File: src/rtl/ufi_atb_read_dma_if.sv
// Signal bundle between the ATB read DMA and its neighbours: command input,
// the ATB request port of the UFI hub, the byte stream, and status.
//
// Valid/ready: a beat moves on a rising clock edge where valid and ready are
// both high; a source keeps valid and its payload steady until that edge.
interface ufi_atb_read_dma_if #(
  parameter int pUfiBusWidth = 8,
  parameter int pBusAdrsBit  = 32,
  parameter int pLenBit      = 16
);
  logic [pBusAdrsBit-1:0]  iCmdAdrs;
  logic [pLenBit-1:0]      iCmdLen;
  logic                    iCmdVd;
  logic                    oCmdRdy;

  logic [pBusAdrsBit-1:0]  oMUfiAdrsAtb;
  logic                    oMUfiWEdAtb;
  logic                    oMUfiREdAtb;
  logic                    oMUfiVdAtb;
  logic                    iMUfiRdyAtb;
  logic                    iMUfiRdy;
  logic [pUfiBusWidth-1:0] iMUfiRd;
  logic                    iMUfiEddAtb;

  logic [pUfiBusWidth-1:0] oStrmData;
  logic                    oStrmVd;
  logic                    iStrmRdy;

  logic                    oBusy;
  logic                    oDone;
  logic [2:0]              oDbgState;

  modport master (
    input  iCmdAdrs, iCmdLen, iCmdVd,
    input  iMUfiRdyAtb, iMUfiRdy, iMUfiRd, iMUfiEddAtb,
    input  iStrmRdy,
    output oCmdRdy,
    output oMUfiAdrsAtb, oMUfiWEdAtb, oMUfiREdAtb, oMUfiVdAtb,
    output oStrmData, oStrmVd,
    output oBusy, oDone, oDbgState
  );

  modport slave (
    output iCmdAdrs, iCmdLen, iCmdVd,
    output iMUfiRdyAtb, iMUfiRdy, iMUfiRd, iMUfiEddAtb,
    output iStrmRdy,
    input  oCmdRdy,
    input  oMUfiAdrsAtb, oMUfiWEdAtb, oMUfiREdAtb, oMUfiVdAtb,
    input  oStrmData, oStrmVd,
    input  oBusy, oDone, oDbgState
  );
endinterface

File: src/rtl/ufi_atb_read_dma.sv
// Read-only burst DMA on the hub's ATB port: one read strobe per byte,
// credit-limited by a return FIFO that feeds an in-order byte stream.
module ufi_atb_read_dma #(
  parameter int pUfiBusWidth = 8,
  parameter int pBusAdrsBit  = 32,
  parameter int pLenBit      = 16,
  parameter int pFifoDepth   = 16
) (
  input logic iUfiClk,
  input logic iUfiRst,
  ufi_atb_read_dma_if.master bus
);
  localparam int cPtrBit = $clog2(pFifoDepth);
  localparam int cCntBit = cPtrBit + 1;
  localparam logic [cCntBit:0] cDepth = (cCntBit+1)'(pFifoDepth);

  typedef enum logic [2:0] {sIdle, sReq, sIssue, sDrain, sDone} state_t;

  state_t                  state, stateNxt;
  logic                    cmdArmed;
  logic [pBusAdrsBit-1:0]  issuePtr;
  logic [pLenBit-1:0]      issueRem, recvRem;
  logic [cCntBit-1:0]      inflight, fifoCount;
  logic [cPtrBit-1:0]      wrPtr, rdPtr;
  logic [pUfiBusWidth-1:0] fifoMem [pFifoDepth];
  logic                    strbPend;

  logic             cmdRdy, cmdAcc, active, creditOk;
  logic             issue, drop, ret, pop;
  logic             vdAtb, doneP;
  logic [cCntBit:0] reserved;

  assign active   = (state == sReq) || (state == sIssue) || (state == sDrain);
  assign cmdAcc   = bus.iCmdVd && cmdRdy;
  assign reserved = {1'b0, fifoCount} + {1'b0, inflight};
  assign creditOk = reserved < cDepth;
  assign issue    = (state == sIssue) && bus.iMUfiRdyAtb && bus.iMUfiRdy &&
                    (issueRem != '0) && creditOk;
  // The hub's grant is registered: a strobe is only known to have been
  // forwarded when the grant is still high one cycle later.
  assign drop     = strbPend && !bus.iMUfiRdyAtb;
  assign ret      = active && bus.iMUfiEddAtb;
  assign pop      = bus.oStrmVd && bus.iStrmRdy;

  always_ff @(posedge iUfiClk or posedge iUfiRst) begin
    if (iUfiRst) begin
      state    <= sIdle;
      cmdArmed <= 1'b0;
      strbPend <= 1'b0;
      issuePtr <= '0;
      issueRem <= '0;
      recvRem  <= '0;
      inflight <= '0;
    end else begin
      state    <= stateNxt;
      cmdArmed <= 1'b1;
      strbPend <= issue;
      if (state == sIdle && cmdAcc && bus.iCmdLen != '0) begin
        issuePtr <= bus.iCmdAdrs;
        issueRem <= bus.iCmdLen;
        recvRem  <= bus.iCmdLen;
        inflight <= '0;
      end else begin
        if (issue) begin
          issuePtr <= issuePtr + pBusAdrsBit'(1);
          issueRem <= issueRem - pLenBit'(1);
        end else if (drop) begin
          issuePtr <= issuePtr - pBusAdrsBit'(1);
          issueRem <= issueRem + pLenBit'(1);
        end
        if (ret) recvRem <= recvRem - pLenBit'(1);
        inflight <= inflight + cCntBit'(issue) - cCntBit'(ret) - cCntBit'(drop);
      end
    end
  end

  always_ff @(posedge iUfiClk or posedge iUfiRst) begin
    if (iUfiRst) begin
      wrPtr     <= '0;
      rdPtr     <= '0;
      fifoCount <= '0;
    end else begin
      if (ret) wrPtr <= wrPtr + cPtrBit'(1);
      if (pop) rdPtr <= rdPtr + cPtrBit'(1);
      fifoCount <= fifoCount + cCntBit'(ret) - cCntBit'(pop);
    end
  end

  always_ff @(posedge iUfiClk) begin
    if (ret) fifoMem[wrPtr] <= bus.iMUfiRd;
  end

  always_comb begin
    stateNxt = state;
    cmdRdy   = 1'b0;
    vdAtb    = 1'b0;
    doneP    = 1'b0;
    case (state)
      sIdle: begin
        cmdRdy = cmdArmed;
        if (cmdAcc) stateNxt = (bus.iCmdLen == '0) ? sDone : sReq;
      end
      sReq: begin
        vdAtb = 1'b1;
        if (bus.iMUfiRdyAtb) stateNxt = sIssue;
      end
      sIssue: begin
        vdAtb = 1'b1;
        if (issue && issueRem == pLenBit'(1)) stateNxt = sDrain;
      end
      sDrain: begin
        vdAtb = (recvRem != '0);
        if (drop) stateNxt = sIssue;
        else if (recvRem == '0 && fifoCount == '0) stateNxt = sDone;
      end
      sDone: begin
        doneP    = 1'b1;
        stateNxt = sIdle;
      end
      default: stateNxt = sIdle;
    endcase
  end

  assign bus.oCmdRdy      = cmdRdy;
  assign bus.oMUfiVdAtb   = vdAtb;
  assign bus.oMUfiREdAtb  = issue;
  assign bus.oMUfiAdrsAtb = issue ? issuePtr : '0;
  assign bus.oMUfiWEdAtb  = 1'b0;
  assign bus.oStrmVd      = (fifoCount != '0);
  assign bus.oStrmData    = (fifoCount != '0) ? fifoMem[rdPtr] : '0;
  assign bus.oBusy        = active;
  assign bus.oDone        = doneP;
  assign bus.oDbgState    = state;
endmodule

File: src/flat_wrapper.sv
// flat-port wrapper written by rule: the top's interface ports become plain ports
module ufi_atb_read_dma_flat 
#(
  parameter int pUfiBusWidth = 8,
  parameter int pBusAdrsBit  = 32,
  parameter int pLenBit      = 16,
  parameter int pFifoDepth   = 16
)
  (iUfiClk, iUfiRst, bus_iCmdAdrs, bus_iCmdLen, bus_iCmdVd, bus_iMUfiRdyAtb, bus_iMUfiRdy, bus_iMUfiRd, bus_iMUfiEddAtb, bus_iStrmRdy, bus_oCmdRdy, bus_oMUfiAdrsAtb, bus_oMUfiWEdAtb, bus_oMUfiREdAtb, bus_oMUfiVdAtb, bus_oStrmData, bus_oStrmVd, bus_oBusy, bus_oDone, bus_oDbgState);
  ufi_atb_read_dma_if #(.pUfiBusWidth(pUfiBusWidth), .pBusAdrsBit(pBusAdrsBit), .pLenBit(pLenBit)) bus_i ();
  input logic iUfiClk;
  input logic iUfiRst;
  input wire logic [$bits(bus_i.iCmdAdrs)-1:0] bus_iCmdAdrs;
  input wire logic [$bits(bus_i.iCmdLen)-1:0] bus_iCmdLen;
  input wire logic [$bits(bus_i.iCmdVd)-1:0] bus_iCmdVd;
  input wire logic [$bits(bus_i.iMUfiRdyAtb)-1:0] bus_iMUfiRdyAtb;
  input wire logic [$bits(bus_i.iMUfiRdy)-1:0] bus_iMUfiRdy;
  input wire logic [$bits(bus_i.iMUfiRd)-1:0] bus_iMUfiRd;
  input wire logic [$bits(bus_i.iMUfiEddAtb)-1:0] bus_iMUfiEddAtb;
  input wire logic [$bits(bus_i.iStrmRdy)-1:0] bus_iStrmRdy;
  output wire logic [$bits(bus_i.oCmdRdy)-1:0] bus_oCmdRdy;
  output wire logic [$bits(bus_i.oMUfiAdrsAtb)-1:0] bus_oMUfiAdrsAtb;
  output wire logic [$bits(bus_i.oMUfiWEdAtb)-1:0] bus_oMUfiWEdAtb;
  output wire logic [$bits(bus_i.oMUfiREdAtb)-1:0] bus_oMUfiREdAtb;
  output wire logic [$bits(bus_i.oMUfiVdAtb)-1:0] bus_oMUfiVdAtb;
  output wire logic [$bits(bus_i.oStrmData)-1:0] bus_oStrmData;
  output wire logic [$bits(bus_i.oStrmVd)-1:0] bus_oStrmVd;
  output wire logic [$bits(bus_i.oBusy)-1:0] bus_oBusy;
  output wire logic [$bits(bus_i.oDone)-1:0] bus_oDone;
  output wire logic [$bits(bus_i.oDbgState)-1:0] bus_oDbgState;
  assign bus_i.iCmdAdrs = bus_iCmdAdrs;
  assign bus_i.iCmdLen = bus_iCmdLen;
  assign bus_i.iCmdVd = bus_iCmdVd;
  assign bus_i.iMUfiRdyAtb = bus_iMUfiRdyAtb;
  assign bus_i.iMUfiRdy = bus_iMUfiRdy;
  assign bus_i.iMUfiRd = bus_iMUfiRd;
  assign bus_i.iMUfiEddAtb = bus_iMUfiEddAtb;
  assign bus_i.iStrmRdy = bus_iStrmRdy;
  assign bus_oCmdRdy = bus_i.oCmdRdy;
  assign bus_oMUfiAdrsAtb = bus_i.oMUfiAdrsAtb;
  assign bus_oMUfiWEdAtb = bus_i.oMUfiWEdAtb;
  assign bus_oMUfiREdAtb = bus_i.oMUfiREdAtb;
  assign bus_oMUfiVdAtb = bus_i.oMUfiVdAtb;
  assign bus_oStrmData = bus_i.oStrmData;
  assign bus_oStrmVd = bus_i.oStrmVd;
  assign bus_oBusy = bus_i.oBusy;
  assign bus_oDone = bus_i.oDone;
  assign bus_oDbgState = bus_i.oDbgState;
  ufi_atb_read_dma #(.pUfiBusWidth(pUfiBusWidth), .pBusAdrsBit(pBusAdrsBit), .pLenBit(pLenBit), .pFifoDepth(pFifoDepth)) u_core (.iUfiClk(iUfiClk), .iUfiRst(iUfiRst), .bus(bus_i));
endmodule
File: config.mk
export PLATFORM = sky130hd
export DESIGN_NAME = ufi_atb_read_dma_flat
export DESIGN_NICKNAME = d
export VERILOG_FILES = /design/src/rtl/ufi_atb_read_dma_if.sv /design/src/rtl/ufi_atb_read_dma.sv /design/src/flat_wrapper.sv
export SDC_FILE = /design/constraint.sdc
export NUM_CORES = 1
export LEC_CHECK = 0
export BUFFER_PORTS_ARGS = -buffer_cell sky130_fd_sc_hd__clkbuf_2
export CORE_AREA = 2 2 143 145
export CTS_CLUSTER_DIAMETER = 50
export DETAILED_ROUTE_END_ITERATION = 10
export DIE_AREA = 0 0 145 147
export GPL_ROUTABILITY_DRIVEN = 1
export PLACE_DENSITY = 0.87
export SYNTH_ARGS = -nofsm -noshare
export SYNTH_HDL_FRONTEND = slang
export SYNTH_SLANG_ARGS = --single-unit
File: constraint.sdc
create_clock -name iUfiClk -period 5.23 [get_ports iUfiClk]
set_clock_uncertainty 0.15 [all_clocks]
set_input_delay 0.523 -clock iUfiClk [delete_from_list [all_inputs] [get_ports iUfiClk]]
set_output_delay 0.523 -clock iUfiClk [all_outputs]
set_load 0.02 [all_outputs]
# Yosys cells after proc, flatten, opt, wreduce, memory -nomap -nowiden
# Memories as Yosys holds them, arrays and structs flattened.
# Index checks and enable logic that the tools add are counted.
classes:
  addsub: 13
  n_lt_le_gt_ge: 1
  n_eq_ne: 9
  muxes: 23
  n_reduce_logical: 27
ops:
  columns: ["cell", "n"]
  rows:
  - ["32-bit 2-to-1 mux", 4]
  - ["16-bit 2-to-1 mux", 5]
  - ["16-bit nonzero test", 3]
  - ["32-bit by 1-bit adder with 32-bit output (second input constant)", 1]
  - ["16-bit logical NOT", 2]
  - ["16-bit by 1-bit subtractor with 16-bit output (second input constant)", 2]
  - ["32-bit by 1-bit subtractor with 32-bit output (second input constant)", 1]
  - ["3-bit 2-to-1 mux", 6]
  - ["16-bit by 1-bit adder with 16-bit output (second input constant)", 1]
  - ["16-bit by 1-bit == test with 1-bit output (second input constant)", 1]
  - ["5-bit by 1-bit subtractor with 5-bit output", 3]
  - ["1-bit logical AND", 12]
  - ["3-bit case mux with 4 select lines", 1]
  - ["5-bit by 1-bit adder with 5-bit output", 2]
  - ["4-bit by 1-bit adder with 4-bit output (second input constant)", 2]
  - ["8-bit 2-to-1 mux", 1]
  - ["5-bit by 5-bit adder with 6-bit output", 1]
  - ["3-bit by 2-bit == test with 1-bit output (second input constant)", 2]
  - ["6-bit by 5-bit less-than comparator with 1-bit output (second input constant)", 1]
  - ["5-bit logical NOT", 1]
  - ["5-bit 2-to-1 mux", 1]
  - ["5-bit nonzero test", 1]
  - ["1-bit 2-to-1 mux", 4]
  - ["2-bit inequality test (second input constant)", 2]
  - ["other kinds (12)", 13]
word_totals:
  ff_bits: 87
  ram_bits: 128
  output_inout_bits: 50
  wordCells: 84
  memories: 1
mem_list:
  columns: ["memory", "depth", "width", "rd", "rd_clocked_by_memory_dff", "wr", "line", "rtl"]
  rows:
  - ["u_core.fifoMem", 16, 8, 1, 0, 1, "ufi_atb_read_dma.sv:25", "logic [pUfiBusWidth-1:0] fifoMem [pFifoDepth];"]

# Depth between registers and ports, before layout
# Gate-level depths: netlist of run 1.
logic_depth:
  word_depth: 9
  depth_mapped: 18
  mapped_depth_nobuf: 16

# Least setup slack after synthesis of run 1
# No wires, ideal clock.
synth_path:
  path_kind: "reg-to-reg"
  start: "register u_core.issueRem[2]"
  end: "register u_core.issuePtr[20]"
  setup_ns: 0.126
  t_arrival_ns: 4.354
  required_time_ns: 4.954
  path_slack_ns: 0.600
  stages_incl_launch_ff: 17
  synth_period_minus_slack_ns: 4.630
  path_cell_list: "dfrtp_1 > buf_2 > or4_4 > nor3_4 > nand3_1 > o31a_1 > buf_6 > inv_2 > ha_1 > a21oi_1 > o21ai_0 > a311o_1 > o21a_1 > o41ai_1 > o21ai_0 > xor2_1 > a221o_1"
synth_between:
  elab_chain_cells: 5
synth_lines:
  columns: ["element", "line", "rtl"]
  rows:
  - ["from (decl)", "ufi_atb_read_dma.sv:22", "logic [pLenBit-1:0] issueRem, recvRem;"]
  - ["from (signal assigned)", "ufi_atb_read_dma.sv:60", "issueRem <= bus.iCmdLen;"]
  - ["from (signal assigned)", "ufi_atb_read_dma.sv:66", "issueRem <= issueRem - pLenBit'(1);"]
  - ["from (signal assigned)", "ufi_atb_read_dma.sv:69", "issueRem <= issueRem + pLenBit'(1);"]
  - ["16-bit nonzero test (*)", "ufi_atb_read_dma.sv:38", "(issueRem != '0) && creditOk;"]
  - ["1-bit logical AND (*)", "ufi_atb_read_dma.sv:37", "assign issue = (state == sIssue) && bus.iMUfiRdyAtb && bus.iMUfiRdy &&"]
  - ["1-bit logical AND (*)", "ufi_atb_read_dma.sv:38", null]
  - ["via bus_oMUfiREdAtb", "flat_wrapper.sv:24", "output wire logic [$bits(bus_i.oMUfiREdAtb)-1:0] bus_oMUfiREdAtb;"]
  - ["32-bit 2-to-1 mux", "ufi_atb_read_dma.sv:64", "if (issue) begin"]
  - ["32-bit 2-to-1 mux", "ufi_atb_read_dma.sv:58", "if (state == sIdle && cmdAcc && bus.iCmdLen != '0) begin"]
  - ["to (signal assigned)", "ufi_atb_read_dma.sv:59", "issuePtr <= bus.iCmdAdrs;"]
  - ["to (signal assigned)", "ufi_atb_read_dma.sv:65", "issuePtr <= issuePtr + pBusAdrsBit'(1);"]
  - ["to (signal assigned)", "ufi_atb_read_dma.sv:68", "issuePtr <= issuePtr - pBusAdrsBit'(1);"]
  - ["to (decl)", "ufi_atb_read_dma.sv:21", "logic [pBusAdrsBit-1:0] issuePtr;"]
# The timed path passes the listed nets; every way through them passes the cells marked *.
# A chain may end at the register's enable or synchronous reset.

# Final worst setup path of run 1
layout_path:
  start: "register u_core.issueRem[9]"
  end: "register u_core.issuePtr[31]"
layout_between:
  elab_chain_cells: 5
layout_lines:
  columns: ["element", "line"]
  rows:
  - ["16-bit nonzero test (*)", "ufi_atb_read_dma.sv:38"]
  - ["1-bit logical AND (*)", "ufi_atb_read_dma.sv:37"]
  - ["1-bit logical AND (*)", "ufi_atb_read_dma.sv:38"]
  - ["32-bit 2-to-1 mux", "ufi_atb_read_dma.sv:64"]
  - ["32-bit 2-to-1 mux", "ufi_atb_read_dma.sv:58"]
# Every way passes the cells marked *; elsewhere a longest branch is shown, timed or not.

==> results of run 1 <==
-- kinds of logic after synthesis --
group,share of synthesized area
compound gates,0.119
xor+xnor,0.0403
fa+ha+maj,0.0973
buf+inv,0.0284
flops,0.513
mux,0.0793
other cells,0.000639
simple gates,0.123
-- Yosys cell counts (all sizes together), types with 10 or more instances --
cell and instances:
edfxtp 128, dfrtp 87, ha 85, nand2 81
a21oi 76, nor2 71, o21ai 46, mux4 40
xnor2 36, inv 34, clkbuf 33, a21o 29
nand3 21, nand4 21, xor2 18, nor3 17
buf 16, o211ai 15, a31oi 14, and2 14
and3 11, or4 10
-- stage by stage --
step	total power [mW]	area, sq um	hold slack [ns]	utilization	std cells
after floorplan	5.49	11700	0.325	-	999
after global placement	6.28	12500	0.348	0.632	1343
after detailed placement	6.42	12500	0.360	0.632	1343
after CTS	8.38	13500	0.0756	0.678	1390
after global routing	8.91	13500	0.0938	0.678	1390
final	8.39	13500	0.0438	0.678	1390
-- state kept, by name (all words and copies together) (netlist names) --
signal / count
u_core.strbPend: 1
u_core.cmdArmed: 1
u_core.bus.oDbgState: 3
u_core.rdPtr: 4
u_core.fifoMem: 128
u_core.issuePtr: 32
u_core.issueRem: 16
u_core.fifoCount: 5
u_core.wrPtr: 4
u_core.inflight: 5
u_core.recvRem: 16
-- worst paths after layout --
path                            cells after the start                      startpoint                              end  slack, ns
worst max-delay path                               15  u_core.issueRem[9]$_DFFE_PP0P_  u_core.issuePtr[31]$_DFFE_PP0P_       0.44
worst min-delay path                                2                         iUfiRst      u_core.rdPtr[3]$_DFFE_PP0P_       0.04
worst max register to register                     15  u_core.issueRem[9]$_DFFE_PP0P_  u_core.issuePtr[31]$_DFFE_PP0P_       0.44
worst min register to register                      2  u_core.recvRem[13]$_DFFE_PP0P_   u_core.recvRem[13]$_DFFE_PP0P_       0.38
max in group asynchronous                           3                         iUfiRst  u_core.issueRem[12]$_DFFE_PP0P_       3.91
min in group iUfiClk                                3                bus_iCmdAdrs[16]  u_core.issuePtr[16]$_DFFE_PP0P_       0.09
-- worst max-delay path: cells and delay by family, from the launching register on --
family	cells	cell delay, ns
AOI/OAI and AO/OA	7	1.88
and+or+nand+nor	6	1.66
buffers and inverters	1	0.25
DFF	1	0.44
adders and majority gates	1	0.31
-- layout make-up --
class	instances	area, sq um	share of cell area
Clock buffer	29	683	0.0508
Inverter	34	129	0.00958
Tap cell	270	338	0.0251
Clock inverter	18	229	0.0170
Multi-Input combinational cell	701	5410	0.402
Sequential cell	215	6020	0.448
Timing Repair Buffer	123	646	0.0480
-- routing by layer --
layer | track usage | wire length [um]
met1 | 0.364 | 11600
met2 | 0.463 | 14300
met3 | 0.0354 | 2010
met4 | 0.0980 | 962
met5 | 0 | 0
-- power by group through the flow --
stage          clock, mW  sequential (mW)  combinational, mW
5_1_grt             1.96             2.83               4.12
3_5_place_dp           0             2.78               3.64
6_report            1.90             2.76               3.73
4_1_cts             1.91             2.76               3.71
3_3_place_gp           0             2.75               3.53
2_1_floorplan          0             2.50               3.00
==> reports/results.tsv, run 1 <==
stage	metric	value	unit
pwr	swShare	0.398	
pwr	ir_worst_vdd	418	uV
synthesis	avgSynthCellArea	11.8	sq um
sta	finalSetupViolCount	0	
pwr	power_leakage	5.44	nW
worst_setup_path	critPathArrivalTime	5.08	ns
synthesis	synthDistinctLibCells	68	
final_layout	syn_to_final_growth	14.5	%
synthesis	synthesis.area	11700	sq um
pwr	power_density	624	nW/um^2
global_route	grt_overflow	0	
synthesis	synth_edf_count	128	
clock_tree	clock_path_buffers	3	
floorplan	die_x	145	um
run	max-cap-violations	0	
drt	drc_errors	0	
pwr	power_switching	3.34	mW
worst_setup_path	slowest_delay	0.58	ns
worst_setup_path	end_kind	flop	
sta	worst_slew_pin_slew	1.11	ns
synthesis	ys_seq_area_frac	0.513	
synthesis	ys_warn_count	0	
sta	slew_violations	0	
drt	antenna_left	0	
synthesis	synthArstFlopShare	0.405	
floorplan	die_h	147	um
clock_tree	clock-sinks	215	
status	status	complete, no violations	
placement	pre_cts_ws	0.507	ns
placement	gp_congestion	0.936	
pwr	comb_power_share	0.445	
sta	fin_setup_tns	0	ns
hold_path	hold_class	in -> async	
floorplan	boundaryPins	113	
clock_tree	cts_made_buffers	26	
worst_setup_path	cp_max_fo	16	
final_layout	nFillCells	1386	
pwr	internal-power	5.05	mW
clock_tree	tritoncts	done	
drt	drtIter0Drc	725	
clock_tree	worstSkewPairLatency	0.52	ns
floorplan	start_util	0.592	
final_layout	layout-drive-gt1-share	0.199	
clock_tree	cts_hold_buf	0	
synthesis	synth_cells	999	
clock_tree	cts.clk_slew.worst_paths	0.06	ns
sta	rsz0062_at_grt	no	
global_route	first_global_vias	8490	
worst_setup_path	startpoint_type	flop	
worst_setup_path	worstPathRequired	5.52	ns
final_layout	most-common-layout-cells	128 x edfxtp_1, 111 x clkbuf_2, 85 x ha_1, 85 x dfrtp_1, 81 x nand2_1	
final_layout	layout.nets	1253	
drt	vias	8637	
drt	via_per_inst	6.21	
synthesis	synth_area_leader_cell	edfxtp_1	
synthesis	ys_ff_latch	215	
final_layout	mostFrequentLayoutCell	edfxtp_1	
synthesis	synth_top_flop_cell	edfxtp_1	
clock_tree	root_buffer	clkbuf_16	
sta	min_period	4.79	ns
worst_setup_path	worstSetupPathType	reg -> reg	
drt	wl_per_cell	20.8	um
sta	max_slew_margin	0.247	
clock_tree	cts_resized	0	
drt	routed_wl	28900	um
pwr	seqPwrFrac	0.329	
sta	fmax	209	MHz
placement	portBuffers	111	
floorplan	row_count	52	
sta	setup_slack	0.435	ns
global_route	antenna_found_initial	0	
global_route	grt.total_usage	0.272	
global_route	grt_max_degree	58	
floorplan	die-area	21300	sq um
placement	hpwl	19500	um
global_route	grt_first_pass_wirelength	46100	um
sta	hold_violations	0	
sta	period_share	0.917	
floorplan	core	19800	sq um
final_layout	antenna_cells	0	
synthesis	synth_nets	1151	
synthesis	netlist.area_leader.share	0.327	
drt	first_pass_iters	5	
clock_tree	cts_setup_buffers	0	
worst_setup_path	path_cells	or4_1 > nor3_1 > nand3_1 > o31a_2 > inv_2 > ha_1 > a211oi_1 > o211ai_1 > a41oi_1 > a31oi_1 > a21oi_1 > nand2_1 > nor4b_1 > a211oi_1 > nor3_1	
clock_tree	cts_max_level	1	
synthesis	synth_top_cells_by_area	edfxtp_1 33%, dfrtp_1 19%, ha_1 9.1%, mux4_2 7.7%, a21oi_1 3.2%	
worst_setup_path	slowest_stage	or4_1	
pwr	p_clk_frac	0.226	
(Power assumes the default switching activity.)
==> run 2, diff against run 1 <==
- CORE_AREA: 2 2 143 145 -> 2 2 138 140
- DIE_AREA: 0 0 145 147 -> 0 0 140 142
- PLACE_DENSITY: 0.87 -> 0.92
- clock period: 5.23 -> 6.1 ns (I/O delays scaled with it)
==> run 2 against run 1 <==
The flow now finishes with violations (design-rule violations). Die area down 6.7%. Via count up 1.5%. Cell count down 2.9%. Cell area down 1.6%. Sequential power down 17%. Global-route usage up 2.0 points. Sequential cell count unchanged. Combinational power down 12%. Maximum frequency down 6.9%. Clock power down 28%. Highest routed layer unchanged.
==> reports/results.tsv, run 2 (synthesis results as in run 1) <==
stage	metric	value	unit
status	status	finished with violations	
status	violations	design-rule violations	
clock_tree	worstSkewPairLatency	0.52	ns
pwr	ir_worst_vdd	310	uV
sta	fin_setup_tns	0	ns
worst_setup_path	slowest_stage	or4_1	
clock_tree	cts_made_buffers	24	
floorplan	core	18500	sq um
worst_setup_path	path_delay_family	compound AO/OA/AOI/OAI gates	
clock_tree	cts.clk_slew.worst_paths	0.06	ns
floorplan	row_count	50	
floorplan	boundaryPins	113	
hold_path	hold_class	in -> reg	
drt	wl_met2	14400	um
global_route	grt_overflow	0	
drt	via_per_inst	6.50	
worst_setup_path	cpMostUsedCell	o21ai_0	
worst_setup_path	path_cells	or4_1 > nor3_1 > nand3_1 > o31a_2 > inv_2 > ha_1 > a21oi_1 > o21ai_0 > a311o_1 > o21a_1 > o41ai_1 > o21ai_0 > xor2_1 > a221o_1	
drt	routed_wl	28500	um
worst_setup_path	startpoint_type	flop	
clock_tree	cts_max_level	1	
drt	antenna_left	0	
final_layout	regMostFlops	u_core.fifoMem	
final_layout	mostFrequentLayoutCell	edfxtp_1	
worst_setup_path	cp_max_fo	32	
worst_setup_path	r2r_slack	0.95	ns
sta	finalSetupViolCount	0	
final_layout	syn_to_final_growth	12.7	%
worst_setup_path	end_kind	flop	
drt	drc_errors	5	
sta	slew_violations	0	
final_layout	reg_top3	u_core.fifoMem x128, u_core.issuePtr x32	
drt	wl_met1	11200	um
clock_tree	clock-sinks	215	
final_layout	antenna_cells	0	
global_route	first_global_vias	8579	
global_route	antenna_found_initial	0	
placement	hpwl	19200	um
clock_tree	cts_setup_buffers	0	
placement	pre_cts_ws	1.09	ns
drt	met3RoutedLength	1960	um
drt	wl_per_cell	21.1	um
worst_setup_path	critPathArrivalTime	5.40	ns
global_route	grt_first_pass_wirelength	45800	um
drt	vias	8770	
global_route	grt.total_usage	0.292	
worst_setup_path	worstSetupPathType	reg -> reg	
pwr	power_density	525	nW/um^2
floorplan	die-area	19900	sq um
clock_tree	clock_path_buffers	3	
final_layout	largest_register_ffs	128	
sta	setup_slack	0.948	ns
pwr	power_leakage	5.36	nW
final_layout	most-common-layout-cells	128 x edfxtp_1, 111 x clkbuf_2, 86 x dfrtp_1	
drt	first_pass_iters	11	
final_layout	layout-drive-gt1-share	0.194	
placement	gp_congestion	0.934	
final_layout	layout.nets	1250	
worst_setup_path	slowest_delay	0.58	ns
sta	rsz0062_at_grt	no	
drt	drtIter0Drc	848	
run	max-cap-violations	0	
sta	min_period	5.15	ns
floorplan	die_x	140	um
worst_setup_path	worstPathRequired	6.35	ns
floorplan	start_util	0.637	
floorplan	die_h	142	um
clock_tree	tritoncts	done	
drt	routed.top_layer	met4	
clock_tree	root_buffer	clkbuf_16	
global_route	grt_max_degree	63	
sta	period_share	0.845	
sta	fmax	194	MHz
sta	max_slew_margin	0.298	
placement	portBuffers	111	
sta	hold_violations	0	
sta	worst_slew_pin_slew	1.04	ns
worst_setup_path	worst-path-buf-inv	1	
-- run 2: power by group --
group          switching (mW)  internal, mW
sequential              0.379          1.90
combinational            1.86          1.44
clock                   0.591         0.781
-- run 2: layer usage --
layer	GRT usage	vias to the layer above
met3	0.0437	74
met4	0.0941	0
met5	0	-
met2	0.511	468
li1	-	3928
met1	0.382	4300
-- run 2: per-stage QoR --
step / instances / hold WS [ns] / utilization / cell area, sq um / total power, mW
3_3_place_gp: 1305 / 0.349 / 0.676 / 12500 / 5.34
3_5_place_dp: 1305 / 0.366 / 0.676 / 12500 / 5.50
4_1_cts: 1350 / 0.152 / 0.718 / 13200 / 6.92
5_1_grt: 1350 / 0.201 / 0.718 / 13200 / 7.40
6_report: 1350 / 0.158 / 0.718 / 13200 / 6.95
2_1_floorplan: 999 / 0.325 / - / 11700 / 4.71
-- run 2: timing repair --
action | CTS | global route
resized for setup | 0 | 0
hold buffers | 1 | 0
endpoints found under the hold margin | 25 | 0
-- run 2: layout make-up --
type,instances,area [sq um]
Clock buffer,32,671
Clock inverter,12,87.6
Fill cell,1177,5210
Inverter,34,129
Multi-Input combinational cell,701,5400
Sequential cell,215,6020
Tap cell,234,293
Timing Repair Buffer,122,641
-- run 2: worst paths after layout --
path                                           startpoint                         endpoint  cells past startpoint
min                                      bus_iCmdAdrs[17]  u_core.issuePtr[17]$_DFFE_PP0P_                      3
min reg2reg                u_core.recvRem[13]$_DFFE_PP0P_   u_core.recvRem[13]$_DFFE_PP0P_                      2
max reg2reg                u_core.issueRem[9]$_DFFE_PP0P_  u_core.issuePtr[20]$_DFFE_PP0P_                     14
min in group asynchronous                         iUfiRst      u_core.rdPtr[3]$_DFFE_PP0P_                      3
max                        u_core.issueRem[9]$_DFFE_PP0P_  u_core.issuePtr[20]$_DFFE_PP0P_                     14
max in group asynchronous                         iUfiRst    u_core.fifoCount[4]$_DFF_PP0_                      4
-- run 2: tightest hold or removal path, stage by stage --
cell      delay [ns]
clkbuf_2        0.07
nand2_1         0.04
o21ai_0         0.06
==> run 3, diff against run 2 <==
- CORE_AREA: 2 2 138 140 -> 2 2 143 145
- DIE_AREA: 0 0 140 142 -> 0 0 145 147
- PLACE_DENSITY: 0.92 -> 0.87
- clock period: 6.1 -> 4.8 ns (I/O delays scaled with it)
==> run 3 against run 2 <==
The flow now finishes without violations. Maximum frequency up 14%. First-iteration DRC count is 13% lower. Register-to-register slack got worse by 0.67 ns. Cell count rose by 3.9%. Die area increased by 7.2%. Sequential share of layout area shrank 0.83 points. Via count fell by 1.9%. Worst setup slack lost 0.67 ns. Sequential cell count stayed put. Global-route usage decreased by 2.7 points. Combinational power increased by 28%. Total power rose by 30%. Critical path type unchanged.
==> reports/results.tsv, run 3 (synthesis results as in run 1) <==
stage	metric	value	unit
sta	fmax	221	MHz
worst_setup_path	r2r_end	u_core.issuePtr[30]$_DFFE_PP0P_	
worst_setup_path	worstPathRequired	5.02	ns
floorplan	start_util	0.592	
worst_setup_path	worstSetupPathType	reg -> reg	
final_layout	area.sequential	6020	sq um
hold_path	whs_path_depth	3	
final_layout	syn_to_final_growth	14.8	%
clock_tree	cts_made_buffers	26	
floorplan	die_h	147	um
sta	finalSetupViolCount	0	
global_route	antenna_found_initial	0	
drt	via_per_inst	6.14	
placement	portBuffers	111	
global_route	grt_util_met2	0.458	
sta	min_period	4.52	ns
clock_tree	tritoncts	done	
worst_setup_path	r2r_slack	0.28	ns
final_layout	regMostFlops	u_core.fifoMem	
final_layout	instances_no_fill	1402	
drt	drtIter0Drc	738	
final_layout	mostFrequentLayoutCell	edfxtp_1	
clock_tree	clock-sinks	215	
sta	slew_violations	0	
drt	wl_per_cell	20.0	um
hold_path	hold_class	in -> reg	
worst_setup_path	reg2reg_from	u_core.issueRem[2]$_DFFE_PP0P_	
clock_tree	cts_setup_buffers	0	
placement	hpwl	19500	um
hold_path	worstHoldStart	bus_iCmdAdrs[17]	
status	status	complete, no violations	
final_layout	fin_area	13500	sq um
drt	antenna_left	0	
clock_tree	clock_path_buffers	3	
drt	vias	8604	
final_layout	multiInputGateArea	5430	sq um
sta	hold_violations	0	
clock_tree	cts_max_level	1	
global_route	first_global_vias	8446	
global_route	grt_first_pass_wirelength	45100	um
pwr	power_density	667	nW/um^2
worst_setup_path	cp_max_fo	14	
hold_path	holdPathEnd	u_core.issuePtr[17]$_DFFE_PP0P_	
placement	place_area	12600	sq um
final_layout	reg_top3	u_core.fifoMem x128, u_core.issuePtr x32	
global_route	grt_overflow	0	
global_route	grt_busiest_layer	met2	
drt	drc_errors	0	
sta	period_share	0.942	
final_layout	antenna_cells	0	
sta	rsz0062_at_grt	no	
pwr	power_leakage	5.47	nW
floorplan	die-area	21300	sq um
run	max-cap-violations	0	
sta	worst_slew_pin_slew	1.09	ns
worst_setup_path	critPathArrivalTime	4.74	ns
clock_tree	cts.clk_slew.worst_paths	0.06	ns
sta	fin_setup_tns	0	ns
floorplan	die_x	145	um
placement	place_inst	1353	
final_layout	layout.nets	1264	
global_route	grt.total_usage	0.266	
floorplan	core	19800	sq um
drt	routed_wl	28100	um
global_route	grt_max_degree	55	
sta	whs	0.0449	ns
worst_setup_path	startpoint_type	flop	
global_route	grt_use_met3	0.0376	
final_layout	most-common-layout-cells	128 x edfxtp_1, 111 x clkbuf_2, 86 x dfrtp_1	
worst_setup_path	end_kind	flop	
clock_tree	worstSkewPairLatency	0.54	ns
clock_tree	root_buffer	clkbuf_16	
pwr	ir_worst_vdd	377	uV
floorplan	boundaryPins	113	
final_layout	largest_register_ffs	128	
placement	gp_congestion	0.921	
drt	first_pass_iters	5	
worst_setup_path	rr_worst_depth	15	
sta	max_slew_margin	0.264	
final_layout	layout-drive-gt1-share	0.209	
global_route	grt.met1_usage	0.352	
floorplan	row_count	52	
final_layout	nFillCells	1414	
==> run 3: worst max path at each step <==
stage	to	slack, ns	cells past startpoint	startpoint
2_1_floorplan	u_core.issuePtr[20]$_DFFE_PP0P_	0.17	16	u_core.issueRem[2]$_DFFE_PP0P_
3_3_place_gp	u_core.issuePtr[20]$_DFFE_PP0P_	0.24	14	u_core.issueRem[8]$_DFFE_PP0P_
3_5_place_dp	u_core.issuePtr[20]$_DFFE_PP0P_	0.09	14	u_core.issueRem[8]$_DFFE_PP0P_
4_1_cts	u_core.issuePtr[20]$_DFFE_PP0P_	0.04	14	u_core.issueRem[8]$_DFFE_PP0P_
5_1_grt	u_core.issuePtr[30]$_DFFE_PP0P_	0.01	16	u_core.issueRem[2]$_DFFE_PP0P_
6_report	u_core.issuePtr[30]$_DFFE_PP0P_	0.28	15	u_core.issueRem[2]$_DFFE_PP0P_
==> run 3: cell type report <==
cell class / instances / area share
tap: 270 / 0.0250
sequential: 215 / 0.446
timing repair buffer: 134 / 0.0542
clock inverter: 18 / 0.0128
multi-input combinational: 701 / 0.403
inverter: 34 / 0.00974
clock buffer: 30 / 0.0493
==> run 3: layer usage <==
metal  share of wire  wire length, um
met2            0.50            14000
met5               0                0
met4           0.029              823
met3           0.067             1890
met1            0.40            11300
==> run 3: what timing repair did <==
action / 4_1_cts / 5_1_grt
hold buffers: 1 / 0
endpoints found under the setup margin: 0 / 9
gates resized for setup: 0 / 7
hold endpoints to repair: 33 / 0
==> run 3: worst max-delay path, stage by stage (launching register included) <==
cell and delay (ns):
dfrtp_1 0.45, or4_4 0.60, nor3_4 0.20, nand3_1 0.15
o31a_2 0.36, inv_4 0.16, buf_4 0.19, buf_4 0.22
ha_1 0.36, a21o_1 0.21, a21oi_1 0.18, or3b_2 0.46
o221ai_1 0.25, o21ai_0 0.17, xnor2_1 0.16, a21oi_1 0.08
==> run 3: power breakdown <==
part,leakage (nW),switching [mW],internal [mW]
Clock,0.411,0.791,1.08
Sequential,2.20,0.512,2.42
Combinational,2.86,2.32,1.88
==> run 3: stage by stage <==
stage	util	power [mW]	setup slack, ns
final	0.680	9.00	0.280
after global routing	0.680	9.60	0.0127
after CTS	0.678	8.96	0.0385
after detailed placement	0.636	7.04	0.0927
after global placement	0.636	6.89	0.242
after floorplan	-	5.99	0.170
